==> config.mk <==
export PLATFORM = sky130hd
export DESIGN_NAME = pll_lock_sequencer
export DESIGN_NICKNAME = d
export VERILOG_FILES = /design/src/rtl/pll_lock_sequencer.sv
export SDC_FILE = /design/constraint.sdc
export NUM_CORES = 1
export LEC_CHECK = 0
export BUFFER_PORTS_ARGS = -buffer_cell sky130_fd_sc_hd__buf_2
export CORE_MARGIN = 2
export CORE_UTILIZATION = 54
export CTS_BUF_LIST = sky130_fd_sc_hd__clkbuf_4 sky130_fd_sc_hd__clkbuf_8
export CTS_CLUSTER_DIAMETER = 80
export DETAILED_ROUTE_END_ITERATION = 10
export PLACE_DENSITY = 0.73
export SKIP_LAST_GASP = 1
export SLEW_MARGIN = 20
export SYNTH_ARGS = -nofsm -noshare
export SYNTH_HDL_FRONTEND = slang
export SYNTH_SLANG_ARGS = --single-unit
==> constraint.sdc <==
create_clock -name clock -period 6.6 [get_ports clock]
set_input_delay 0.33 -clock clock [delete_from_list [all_inputs] [get_ports clock]]
set_output_delay 0.33 -clock clock [all_outputs]
set_load 0.03 [all_outputs]
==> src/rtl/pll_lock_sequencer.sv <==
// PLL lock sequencer. It pulses the PLL reset, waits for LOCK, checks that
// LOCK stays high for a while, then holds the system reset for a while
// longer before it releases the system. If LOCK is lost, or never arrives,
// the sequence starts again from the PLL reset.
//
// Ports:
//   clock       - free-running reference clock (the PLL input, not its output)
//   reset_n     - asynchronous active-low reset
//   pll_lock    - PLL LOCK output, asynchronous to clock
//   clr_status  - one-cycle pulse that clears lock_lost and retry_count
//   pll_rst     - active-high reset to the PLL RST pin
//   sys_reset_n - active-low system reset request, released only in RUN
//   ready       - high while in RUN
//   retry_count - number of lock timeouts, saturates at 15
//   lock_lost   - sticky flag, set when lock drops after the filter has passed
module pll_lock_sequencer #(
  parameter int RST_CYCLES    = 16,
  parameter int LOCK_TIMEOUT  = 65536,
  parameter int FILTER_CYCLES = 1024,
  parameter int HOLD_CYCLES   = 256
) (
  input  logic       clock,
  input  logic       reset_n,
  input  logic       pll_lock,
  input  logic       clr_status,
  output logic       pll_rst,
  output logic       sys_reset_n,
  output logic       ready,
  output logic [3:0] retry_count,
  output logic       lock_lost
);

  // The counter must reach the largest terminal value (largest parameter - 1).
  localparam int MAX_A = (RST_CYCLES > LOCK_TIMEOUT) ? RST_CYCLES : LOCK_TIMEOUT;
  localparam int MAX_B = (FILTER_CYCLES > HOLD_CYCLES) ? FILTER_CYCLES : HOLD_CYCLES;
  localparam int MAXP  = (MAX_A > MAX_B) ? MAX_A : MAX_B;
  localparam int CW    = (MAXP > 1) ? $clog2(MAXP) : 1;

  localparam logic [CW-1:0] RST_LAST  = CW'(RST_CYCLES - 1);
  localparam logic [CW-1:0] TO_LAST   = CW'(LOCK_TIMEOUT - 1);
  localparam logic [CW-1:0] FLT_LAST  = CW'(FILTER_CYCLES - 1);
  localparam logic [CW-1:0] HOLD_LAST = CW'(HOLD_CYCLES - 1);

  typedef enum logic [2:0] {RESET_PLL, WAIT_LOCK, FILTER, HOLD, RUN} state_t;

  state_t        state, nxt;
  logic [CW-1:0] cnt;
  logic          sync1, lock_s;
  logic          lost_set, retry_inc;

  // Two-flop synchronizer. lock_s lags pll_lock by two cycles.
  always_ff @(posedge clock or negedge reset_n) begin
    if (!reset_n) begin
      sync1  <= 1'b0;
      lock_s <= 1'b0;
    end else begin
      sync1  <= pll_lock;
      lock_s <= sync1;
    end
  end

  always_comb begin
    nxt       = state;
    lost_set  = 1'b0;
    retry_inc = 1'b0;
    case (state)
      RESET_PLL: if (cnt == RST_LAST) nxt = WAIT_LOCK;
      WAIT_LOCK: begin
        if (lock_s) nxt = FILTER;
        else if (cnt == TO_LAST) begin
          nxt       = RESET_PLL;
          retry_inc = 1'b1;
        end
      end
      // A single low sample sends the filter back to WAIT_LOCK, where the
      // timeout starts again from zero.
      FILTER: begin
        if (!lock_s) nxt = WAIT_LOCK;
        else if (cnt == FLT_LAST) nxt = HOLD;
      end
      HOLD: begin
        if (!lock_s) begin
          nxt      = RESET_PLL;
          lost_set = 1'b1;
        end else if (cnt == HOLD_LAST) nxt = RUN;
      end
      RUN: begin
        if (!lock_s) begin
          nxt      = RESET_PLL;
          lost_set = 1'b1;
        end
      end
      default: nxt = RESET_PLL;
    endcase
  end

  // The outputs are decoded from the next state, so they change on the same
  // edge as the state does.
  always_ff @(posedge clock or negedge reset_n) begin
    if (!reset_n) begin
      state       <= RESET_PLL;
      cnt         <= '0;
      pll_rst     <= 1'b1;
      sys_reset_n <= 1'b0;
      ready       <= 1'b0;
      retry_count <= 4'd0;
      lock_lost   <= 1'b0;
    end else begin
      state <= nxt;
      // The counter clears on every state entry. It stays frozen in RUN.
      // In every other state the exit fires at the terminal count, so the
      // counter cannot wrap.
      if (nxt != state)  cnt <= '0;
      else if (state != RUN) cnt <= cnt + CW'(1);
      pll_rst     <= (nxt == RESET_PLL);
      sys_reset_n <= (nxt == RUN);
      ready       <= (nxt == RUN);
      // When a set or increment arrives in the same cycle as a clear, the
      // set or increment wins. The cleared value is then counted up by one.
      if (retry_inc) begin
        if (clr_status)              retry_count <= 4'd1;
        else if (retry_count != 4'hF) retry_count <= retry_count + 4'd1;
      end else if (clr_status) retry_count <= 4'd0;
      if (lost_set)        lock_lost <= 1'b1;
      else if (clr_status) lock_lost <= 1'b0;
    end
  end

endmodule

Word-level counts from Yosys, hierarchy flattened:

Cells that the tools add are included.

* register bits after elaboration: 28
* latch bits: 0
* memory bits (writable): 0
* bits in read-only memories: 0
* output and inout port bits: 8
* word-level logic and storage cells: 52
* memories kept: 0

* add/sub/neg operators: 2
* multipliers: 0
* divide/modulo/power cells: 0
* magnitude comparators: 0
* eq/ne operators: 12
* shifts and indexed selects: 0
* mux-type cells: 22
* bitwise logic cells: 0
* reductions and logical operators: 8

Operator list (count)
* $mux W16: 2
* $mux W3: 8
* $add A16 B1 Y16 const B: 1
* $eq A16 B10 Y1 const B: 1
* $eq A16 B16 Y1 const B: 1
* $eq A16 B4 Y1 const B: 1
* $eq A16 B8 Y1 const B: 1
* $mux W4: 4
* $pmux W3 S5: 1
* $reduce_bool A2 Y1: 4
* $mux W1: 7
* $eq A3 B2 Y1 const B: 2
* $eq A3 B3 Y1 const B: 2
* $logic_not A3 Y1: 2
* $add A4 B1 Y4 const B: 1
* $ne A4 B4 Y1 const B: 1
* $eq A3 B1 Y1 const B: 1
* $ne A3 B3 Y1: 1
* $ne A3 B3 Y1 const B: 1
* $reduce_and A2 Y1: 1
* $reduce_or A2 Y1: 1

Logic depth before layout (Yosys ltp):

Gate-level depths: netlist of the first run.

* depth in word-level cells: 6
* depth in mapped cells: 7
* gate-level depth less buffers: 6

Least setup slack after synthesis of the first run:

Ideal clock, no wire load.

* kind: reg2reg
* start point: register cnt[11]
* end point: register cnt[7]
* arrival time: 2054 ps
* path slack: 4405 ps
* stages on the path, launching flop included: 7
* buffers on the path: 1
* cells stage by stage: dfrtp_1 > or4_4 > or4_4 > a31oi_4 > o21bai_2 > buf_6 > nor3_1

* longest elaborated chain between the ends: 6

Ends and longest elaborated chain
* start, declared: line 47 `logic [CW-1:0] cnt;`
* start signal, assigned: line 114 `else if (state != RUN) cnt <= cnt + CW'(1);`
* $eq A16 B8 Y1 (tied with other cells): line 85 `end else if (cnt == HOLD_LAST) nxt = RUN;`
* $mux W3 (on tied branches): line 85, 70, 79
* $mux W3 (on tied branches): line 82, 69, 78
* $pmux W3 S5 (*): line 66 `case (state)`
* $ne A3 B3 Y1 (*): line 113 `if (nxt != state) cnt <= '0;`
* $mux W16 or $reduce_bool A2 Y1 (tied branches)

Every way passes the cells marked *; elsewhere a longest branch is shown, timed or not.
A chain may end at the register's enable or synchronous reset.

Worst setup path after layout of the first run:

* start point: register cnt[8]
* end point: register cnt[7]

Same word-level chain as after synthesis.

==> Implementation_results.wiki, run 1 <==
{| class="wikitable"
! Metric !! Value
|-
| Clock Sink Count || 28
|-
| Count of mapped cells out of synthesis || approximately 140
|-
| CTS tree || yes
|-
| Buffers added on ports || 11
|-
| Prevailing post-synth register cell || sky130_fd_sc_hd__dfrtp_1
|-
| Remaining antenna violation count after routing || 0
|-
| Headroom to the max-slew limit || 0.302
|-
| Row count || 18
|-
| Detailed-routing iteration count for the pre-antenna-repair pass || 4
|-
| Share of synthesized cell area in full adder, half adder and majority cells || 0.0175
|-
| Start of the worst register-to-register path || cnt[8]
|-
| Clock latency on the worst-skew pair || between 0.3 and 0.4 ns
|-
| Final antenna diode count || 0
|-
| Share of post-route cells with drive strength above 1 || 0.135
|-
| Sw power || around 0.14 mW
|-
| Actual transition at the worst max-transition pin || 1.04 ns
|-
| Crit path max fanout || 11
|-
| Buffering stage count on the worst path with inverters included || 0
|-
| Die Y-Extent || ~55 um
|-
| Area fraction in and, or, nand and nor cells after synthesis || 0.276
|-
| Count of buffers added by post-CTS timing repair for setup || 0
|-
| Total congestion overflow || 0
|-
| Critical path endpoint || cnt[7]
|-
| Width of the chip || between 50 and 60 um
|-
| Number of primary I/O pins || 12
|-
| Net count after synthesis || 150
|-
| Setup repair after global routing missed its margin || no
|-
| Overall die area || between 3000 and 4000 um2
|-
| Portion of total power attributed to sequential cells || 0.534
|-
| Kind of capture point of the worst setup path || flop
|-
| Internal power contribution || 0.266 mW
|-
| Detailed Place HPWL || slightly below 2 mm
|-
| # DRC || 0
|-
| Total routing resource utilization after global routing || 0.197
|-
| Clock skew || just under 0.004 ns
|-
| Fill cell instance count of the final layout || roughly 200
|-
| Number of flops mapped to enable cells by yosys || 0
|-
| Clock slew at reported path FFs || 0.15 ns
|-
| Placeable core area || 2500 um2
|-
| Effective utilization at floorplan || 0.571
|-
| Flop and latch count out of synthesis || 28
|-
| Number of max-cap violations || 0
|-
| Setup TNS || 0 ns
|-
| Max stage delay on crit path || about 0.6 ns
|-
| Sequential element share of the synthesized area || 0.492
|-
| Gpl congestion || between 0.8 and 0.9
|-
| Largest family of logic cells by synthesized area || simple AND/OR/NAND/NOR gates
|-
| Minimum period implied by the final worst setup slack || between 2 and 2.5 ns
|-
| Start point of the critical path || cnt[8]
|-
| Dominant delay contributor by cell family on the critical path || simple AND/OR/NAND/NOR gates
|-
| Setup Viol. Count Final || 0
|-
| Upper clock frequency limit || ~420 MHz
|-
| Wire length per cell || about 15 um
|-
| Status || complete, no violations
|-
| Master cell of the clock root buffer || sky130_fd_sc_hd__clkbuf_4
|-
| Proportion of register bits with asynchronous set or reset after synthesis || 1.00
|-
| Post-Route WL || between 2 and 3 mm
|-
| Crit. path cell count || 5
|-
| Post-synthesis average cell area || ~10 um2
|-
| Critical Path Start Type || flop
|-
| Post-synthesis to final-layout area growth || 7.90%
|-
| Starting DRC count in detailed routing || 26
|-
| Standby leakage power || 0.698 nW
|-
| Worst reg-to-reg path cell count || 5
|-
| Setup slack of the worst register-to-register path || 4.24 ns
|-
| Vias in the first global route || ~1100
|-
| Num CTS Buffers || 3
|-
| Synth Area in Compound Gates || 0.101
|-
| Fraction of synthesized cell area in xor and xnor cells || 0.0798
|-
| Switch share || 0.351
|-
| Max-slew violation total from the final report || 0
|-
| Netlist area before placement || roughly 1400 um2
|-
| Yosys Warn Count || 0
|-
| Portion of netlist area occupied by mux cells || 0.00702
|-
| Data required time at the worst endpoint || approximately 6.8 ns
|-
| Htree depth || 1
|-
| Total power per unit cell area || approximately 270 nW/um2
|-
| Worst-case clock buffer depth || 2
|-
| First-pass GRT wire length || 4.80 mm
|-
| Reg2Reg Capture Point || cnt[7]
|-
| Part of the power in combinational logic || 0.263
|-
| Proportion of power drawn by the clock network || 0.202
|-
| Worst-path cell chain || or4_1 -> or4_4 -> a31oi_4 -> o21bai_2 -> nor3_1
|-
| Via density per instance || around 6.2
|-
| Overall Power || about 0.41 mW
|-
| Critical path's slowest cell || sky130_fd_sc_hd__or4_1
|-
| Hold violation count in the final report || 0
|-
| Number of library cell types mapped by synthesis || 38
|-
| Startpoint-to-endpoint class of the critical path || flop to flop
|-
| # nets final || 163
|-
| Largest voltage drop on the vdd net || 0.000231 V
|-
| Worst min-delay path class || primary input to flop
|-
| Pin count of the biggest net entering global routing || 29
|-
| Number of antenna violations at the first check in global routing || 0
|-
| Worst Path Arrival || about 2.6 ns
|-
| DR vias || 1162
|-
| Portion of the clock cycle consumed by the worst path in the final layout || 0.357
|}
-- sequential cells by signal (all words and copies together), names as in the netlist --
register	count
cnt	16
lock_lost	1
lock_s	1
pll_rst	1
ready	1
retry_count	4
state	3
sync1	1
-- logic make-up (layout without fill, tap and decap cells) --
group | Yosys count | after routing
adder cells (fa/ha/maj) | 2 | 2
buffers and inverters | 7 | 19
flip-flops | 28 | 28
AND/OR/NAND/NOR | 75 | 75
multiplexers | 1 | 1
AO/OA/AOI/OAI | 18 | 18
XOR/XNOR | 13 | 13
-- metal layers --
| layer | GRT usage | vias to the layer above | share of wire | wire length (um) |
|---|---|---|---|---|
| met5 | 0 | - | 0 | 0 |
| met4 | 0.122 | 0 | 0.026 | 72 |
| met3 | 0.0304 | 10 | 0.042 | 115 |
| met2 | 0.313 | 37 | 0.47 | 1300 |
| li1 | - | 549 | - | - |
| met1 | 0.251 | 566 | 0.46 | 1270 |
-- synth_stat cells (3+ instances only) --
library cell	instances	area (um2)
sky130_fd_sc_hd__nor2_1	20	75.1
sky130_fd_sc_hd__nand2_1	13	48.8
sky130_fd_sc_hd__nand4_1	6	37.5
sky130_fd_sc_hd__xnor2_1	4	35.0
sky130_fd_sc_hd__nand3_1	7	35.0
sky130_fd_sc_hd__dfrtp_1	27	676
sky130_fd_sc_hd__or4_1	3	22.5
sky130_fd_sc_hd__inv_1	3	11.3
sky130_fd_sc_hd__nor3_1	9	45.0
sky130_fd_sc_hd__xor2_1	9	78.8
sky130_fd_sc_hd__nor4_1	3	18.8
sky130_fd_sc_hd__a21oi_1	5	25.0
-- cell usage in the layout (no fill, tap or decap), types with 4 or more instances in the layout --
master,instances
sky130_fd_sc_hd__a21oi_1,5
sky130_fd_sc_hd__buf_2,11
sky130_fd_sc_hd__dfrtp_1,27
sky130_fd_sc_hd__nand2_1,13
sky130_fd_sc_hd__nand3_1,7
sky130_fd_sc_hd__nand4_1,6
sky130_fd_sc_hd__nor2_1,20
sky130_fd_sc_hd__nor3_1,9
sky130_fd_sc_hd__xnor2_1,4
sky130_fd_sc_hd__xor2_1,9
-- metrics by stage --
step	hold slack, ns	instances	setup slack, ns	util	area [um2]
floorplan	0.0344	144	4.41	-	1430
CTS	0.0916	186	4.23	0.616	1540
finish	0.0989	186	4.24	0.616	1540
global placement	0.332	181	4.32	0.597	1490
detailed placement	0.344	181	4.26	0.597	1490
global route	0.0806	186	4.06	0.616	1540
-- power by group through the flow --
stage | Sequential [mW] | Combinational [mW] | Clock, mW
2_1_floorplan | 0.212 | 0.100 | 0
3_3_place_gp | 0.221 | 0.104 | 0
3_5_place_dp | 0.221 | 0.108 | 0
4_1_cts | 0.218 | 0.109 | 0.0856
5_1_grt | 0.224 | 0.123 | 0.0926
6_report | 0.219 | 0.108 | 0.0830
-- cell type report --
class                      instances  area [um2]  area share
clock buffer                       4        36.3      0.0236
inverter                           3        11.3     0.00732
multi-input combinational        109         687       0.446
sequential                        28         702       0.456
tap                               30        37.5      0.0244
timing repair buffer              12        65.1      0.0423
-- worst min-delay path by stage --
stage / startpoint / endpoint / slack, ns / cells past startpoint
after floorplan: reset_n / cnt[0] / 0.03 / 0
after global placement: sync1 / lock_s / 0.33 / 0
after detailed placement: sync1 / lock_s / 0.34 / 0
after CTS: pll_lock / sync1 / 0.09 / 1
final: pll_lock / sync1 / 0.1 / 1
after global routing: pll_lock / sync1 / 0.08 / 1
-- what timing repair did --
item / in CTS / in global routing
resized for setup: 0 / 0
hold endpoints to repair: 3 / 0
hold buffers: 1 / 0
(Power assumes the default switching activity.)
==> run 2, diff against run 1 <==
- ABC_AREA: default -> 1
- clock period: 6.6 -> 2.29 ns (I/O delays scaled with it)
==> run 2 against run 1 <==
Net effect: utilization increased by 0.36 points; fmax increased by 36%; via count increased by 13%; die area increased by 14%; critical path type unchanged.
==> Implementation_results.wiki, run 2 <==
{| class="wikitable"
! Metric !! Value
|-
| Status || complete, no violations (unchanged)
|-
| Net count after synthesis || 213 (was 150)
|-
| Setup repair after global routing missed its margin || no (unchanged)
|-
| Startpoint-to-endpoint class of the critical path || flop to flop (unchanged)
|-
| Startpoint of the worst hold path || clr_status (was pll_lock)
|-
| Fraction of synthesized cell area in xor and xnor cells || 0.0534 (was 0.0798)
|-
| First-pass GRT wire length || 5.22 mm (was 4.80 mm)
|-
| Max stage delay on crit path || 0.48 ns (was 0.60 ns)
|-
| Largest register by flop count || cnt (unchanged)
|-
| Placeable core area || 2830 um2 (was 2500 um2)
|-
| Registers with the highest flip-flop counts || cnt (16), retry_count (4), state (3) (unchanged)
|-
| Number of antenna violations at the first check in global routing || 0 (unchanged)
|-
| Overall die area || 3490 um2 (was 3070 um2)
|-
| Cell area after placement || 1700 um2 (was 1490 um2)
|-
| Clock Sink Count || 28 (unchanged)
|-
| Buffers added on ports || 11 (unchanged)
|-
| Largest voltage drop on the vdd net || 0.000484 V (was 0.000231 V)
|-
| End-of-flow core utilization || 0.619 (was 0.616)
|-
| Flop and latch count out of synthesis || 28 (unchanged)
|-
| Crit path max fanout || 16 (was 11)
|-
| Netlist area before placement || 1640 um2 (was 1430 um2)
|-
| Dominant cell type by area after synthesis || sky130_fd_sc_hd__dfrtp_1 (unchanged)
|-
| Clock latency on the worst-skew pair || 0.33 ns (about the same)
|-
| Start of the worst register-to-register path || cnt[11] (was cnt[8])
|-
| Post-synthesis average cell area || 7.92 um2 (was 9.91 um2)
|-
| Setup TNS || 0 ns (unchanged)
|-
| Hold violation count in the final report || 0 (unchanged)
|-
| Pin count of the biggest net entering global routing || 29 (unchanged)
|-
| Sequential element share of the synthesized area || 0.428 (was 0.492)
|-
| Headroom to the max-slew limit || 0.593 (was 0.302)
|-
| Count of buffers added by post-CTS timing repair for setup || 0 (unchanged)
|-
| Max reg flops || 16 (unchanged)
|-
| Count of instances resized after the clock tree is built || 0 (unchanged)
|-
| Most common cell in the synthesized netlist || sky130_fd_sc_hd__nand2_1 (was sky130_fd_sc_hd__dfrtp_1)
|-
| Total congestion overflow || 0 (unchanged)
|-
| Commonest cells after routing, fill and taps aside || sky130_fd_sc_hd__nand2_1 (51), sky130_fd_sc_hd__dfrtp_1 (27), sky130_fd_sc_hd__nor2_1 (22) (was sky130_fd_sc_hd__dfrtp_1 (27), sky130_fd_sc_hd__nor2_1 (20), sky130_fd_sc_hd__nand2_1 (13))
|-
| Standby leakage power || 0.852 nW (was 0.698 nW)
|-
| Most common cell after layout, fill and taps aside || sky130_fd_sc_hd__nand2_1 (was sky130_fd_sc_hd__dfrtp_1)
|-
| Worst-case clock buffer depth || 2 (unchanged)
|-
| Die Y-Extent || 59.1 um (was 55.4 um)
|-
| Post-CTS Hold Buffers || 2 (was 1)
|-
| Wire length per cell || 11.6 um (was 14.8 um)
|-
| Actual transition at the worst max-transition pin || 0.610 ns (was 1.04 ns)
|-
| Total power per unit cell area || 715 nW/um2 (was 267 nW/um2)
|-
| Vias in the first global route || 1292 (was 1113)
|-
| Worst min-delay path class || primary input to flop (unchanged)
|-
| Starting DRC count in detailed routing || 41 (was 26)
|-
| Synth Area in Compound Gates || 0.0427 (was 0.101)
|-
| Count of mapped cells out of synthesis || 207 (was 144)
|-
| Max-slew violation total from the final report || 0 (unchanged)
|-
| Kind of capture point of the worst setup path || flop (unchanged)
|-
| Ranking of synthesized cells by instance count || sky130_fd_sc_hd__nand2_1 (51), sky130_fd_sc_hd__dfrtp_1 (27), sky130_fd_sc_hd__nor2_1 (22) (was sky130_fd_sc_hd__dfrtp_1 (27), sky130_fd_sc_hd__nor2_1 (20), sky130_fd_sc_hd__nand2_1 (13))
|-
| Data required time at the worst endpoint || 2.51 ns (was 6.80 ns)
|-
| Share of synthesized cell area in full adder, half adder and majority cells || 0.0153 (was 0.0175)
|-
| Top cell type's share of synthesized area || 0.412 (was 0.474)
|-
| Start point of the critical path || cnt[11] (was cnt[8])
|-
| Portion of netlist area occupied by mux cells || 0.00610 (was 0.00702)
|-
| Gpl congestion || 0.863 (was 0.849)
|-
| CTS tree || yes (unchanged)
|-
| Critical Path Start Type || flop (unchanged)
|-
| Prevailing post-synth register cell || sky130_fd_sc_hd__dfrtp_1 (unchanged)
|-
| # DRC || 0 (unchanged)
|-
| Clock skew || 0.00856 ns (was 0.00395 ns)
|-
| Detailed Place HPWL || 2.16 mm (was 1.97 mm)
|-
| Minimum period implied by the final worst setup slack || 1.74 ns (was 2.36 ns)
|-
| Largest family of logic cells by synthesized area || simple AND/OR/NAND/NOR gates (unchanged)
|-
| Row count || 19 (was 18)
|-
| Width of the chip || 59.1 um (was 55.4 um)
|-
| Master cell of the clock root buffer || sky130_fd_sc_hd__clkbuf_4 (unchanged)
|-
| Effective utilization at floorplan || 0.580 (was 0.571)
|-
| Remaining antenna violation count after routing || 0 (unchanged)
|-
| Final antenna diode count || 0 (unchanged)
|-
| Worst Path Arrival || 1.96 ns (was 2.56 ns)
|-
| Post-Route WL || 2.91 mm (was 2.76 mm)
|-
| Number of primary I/O pins || 12 (unchanged)
|-
| Number of max-cap violations || 0 (unchanged)
|-
| Post-synthesis to final-layout area growth || 6.79% (was 7.90%)
|-
| Largest cells by area after synthesis || sky130_fd_sc_hd__dfrtp_1 (41%), sky130_fd_sc_hd__nand2_1 (12%), sky130_fd_sc_hd__nor2_2 (6.9%), sky130_fd_sc_hd__nand3_1 (5.2%), sky130_fd_sc_hd__nor2_1 (5.0%) (was sky130_fd_sc_hd__dfrtp_1 (47%), sky130_fd_sc_hd__xor2_1 (5.5%), sky130_fd_sc_hd__nor2_1 (5.3%), sky130_fd_sc_hd__nand2_1 (3.4%), sky130_fd_sc_hd__nor3_1 (3.2%))
|-
| Proportion of register bits with asynchronous set or reset after synthesis || 1.00 (unchanged)
|-
| Area fraction in and, or, nand and nor cells after synthesis || 0.378 (was 0.276)
|-
| Number of flops mapped to enable cells by yosys || 0 (unchanged)
|-
| Num CTS Buffers || 3 (unchanged)
|-
| Clock slew at reported path FFs || 0.15 ns (about the same)
|-
| Overall Power || 1.25 mW (was 0.410 mW)
|-
| Via density per instance || 5.19 (was 6.25)
|-
| Worst-path cell chain || nor2_1 -> nand2_1 -> nor2_1 -> nand2_1 -> nand2_1 -> nand3_1 -> nand2_1 -> nor2_2 -> nand2_4 -> nor2_1 (was or4_1 -> or4_4 -> a31oi_4 -> o21bai_2 -> nor3_1)
|-
| Htree depth || 1 (unchanged)
|-
| Number of library cell types mapped by synthesis || 32 (was 38)
|-
| Upper clock frequency limit || 576 MHz (was 424 MHz)
|-
| # nets final || 228 (was 163)
|-
| Yosys Warn Count || 0 (unchanged)
|-
| Setup Viol. Count Final || 0 (unchanged)
|-
| DR vias || 1309 (was 1162)
|-
| Portion of the clock cycle consumed by the worst path in the final layout || 0.758 (was 0.357)
|-
| Total routing resource utilization after global routing || 0.193 (was 0.197)
|-
| Most Frequent Cell on Critical Path || sky130_fd_sc_hd__nand2_1
|-
| Share of post-route cells with drive strength above 1 || 0.226 (was 0.135)
|-
| Post-route cell area || 1750 um2 (was 1540 um2)
|-
| Critical path's slowest cell || sky130_fd_sc_hd__dfrtp_1 (was sky130_fd_sc_hd__or4_1)
|-
| Detailed-routing iteration count for the pre-antenna-repair pass || 4 (unchanged)
|}
-- run 2: changes by cell type in the layout (fill, tap and decap cells not counted), sizes merged, moves of 4 or more --
cell	delta
a21oi	-4
inv	+21
nand2	+41
nand3	+12
nor2	+21
nor3	-4
o21ai	+4
or4	-5
-- run 2: cell families after synthesis --
| family | Yosys count |
|---|---|
| buffers and inverters | 28 |
| xor gates and xnor gates | 10 |
| DFF | 28 |
| adders and majority gates | 2 |
| muxes | 1 |
| AOI/OAI and AO/OA | 11 |
| and+or+nand+nor | 127 |
-- run 2: area by class of cell --
type / instances / area (um2)
repair buffers: 13 / 75.1
inverters: 25 / 93.8
fillers: 257 / 1080
multi-input cells: 151 / 812
flip-flops and latches: 28 / 702
clock buffers: 4 / 30.0
well taps: 31 / 38.8
-- run 2: power breakdown --
group | internal, mW | leakage, nW | total, mW | switching, mW
clock network | 0.0801 | 0.0184 | 0.220 | 0.140
logic | 0.127 | 0.457 | 0.413 | 0.286
registers | 0.557 | 0.377 | 0.620 | 0.0626
total | 0.764 | 0.852 | 1.25 | 0.488
-- run 2: metal layers --
| metal | global-route usage | routed length (um) | vias to the layer above |
|---|---|---|---|
| met5 | 0 | 0 | - |
| met3 | 0.0284 | 58 | 5 |
| met4 | 0.0909 | 48 | 0 |
| met2 | 0.324 | 1370 | 21 |
| li1 | - | - | 675 |
| met1 | 0.245 | 1430 | 608 |
-- run 2: worst max-delay path: cells and delay by family (launching register included) --
family | cells | cell delay [ns]
simple gates | 10 | 1.15
flops | 1 | 0.48
-- run 2: final timing paths --
check / endpoint / slack [ns] / cells after the start
hold reg to reg: lock_s / 0.38 / 0
setup reg to reg: cnt[2] / 0.55 / 10
hold / removal: retry_count[3] / 0.06 / 3
min in group asynchronous: retry_count[0] / 0.32 / 2
setup / recovery: cnt[2] / 0.55 / 10
max in group asynchronous: cnt[3] / 1.57 / 2
-- run 2: through the flow --
stage | hold slack (ns) | setup WS [ns] | instances
floorplan | -0.181 | 0.736 | 207
global placement | 0.154 | 0.655 | 246
detailed placement | 0.159 | 0.572 | 246
CTS | 0.0564 | 0.554 | 252
global route | 0.0721 | 0.367 | 252
finish | 0.0611 | 0.554 | 252
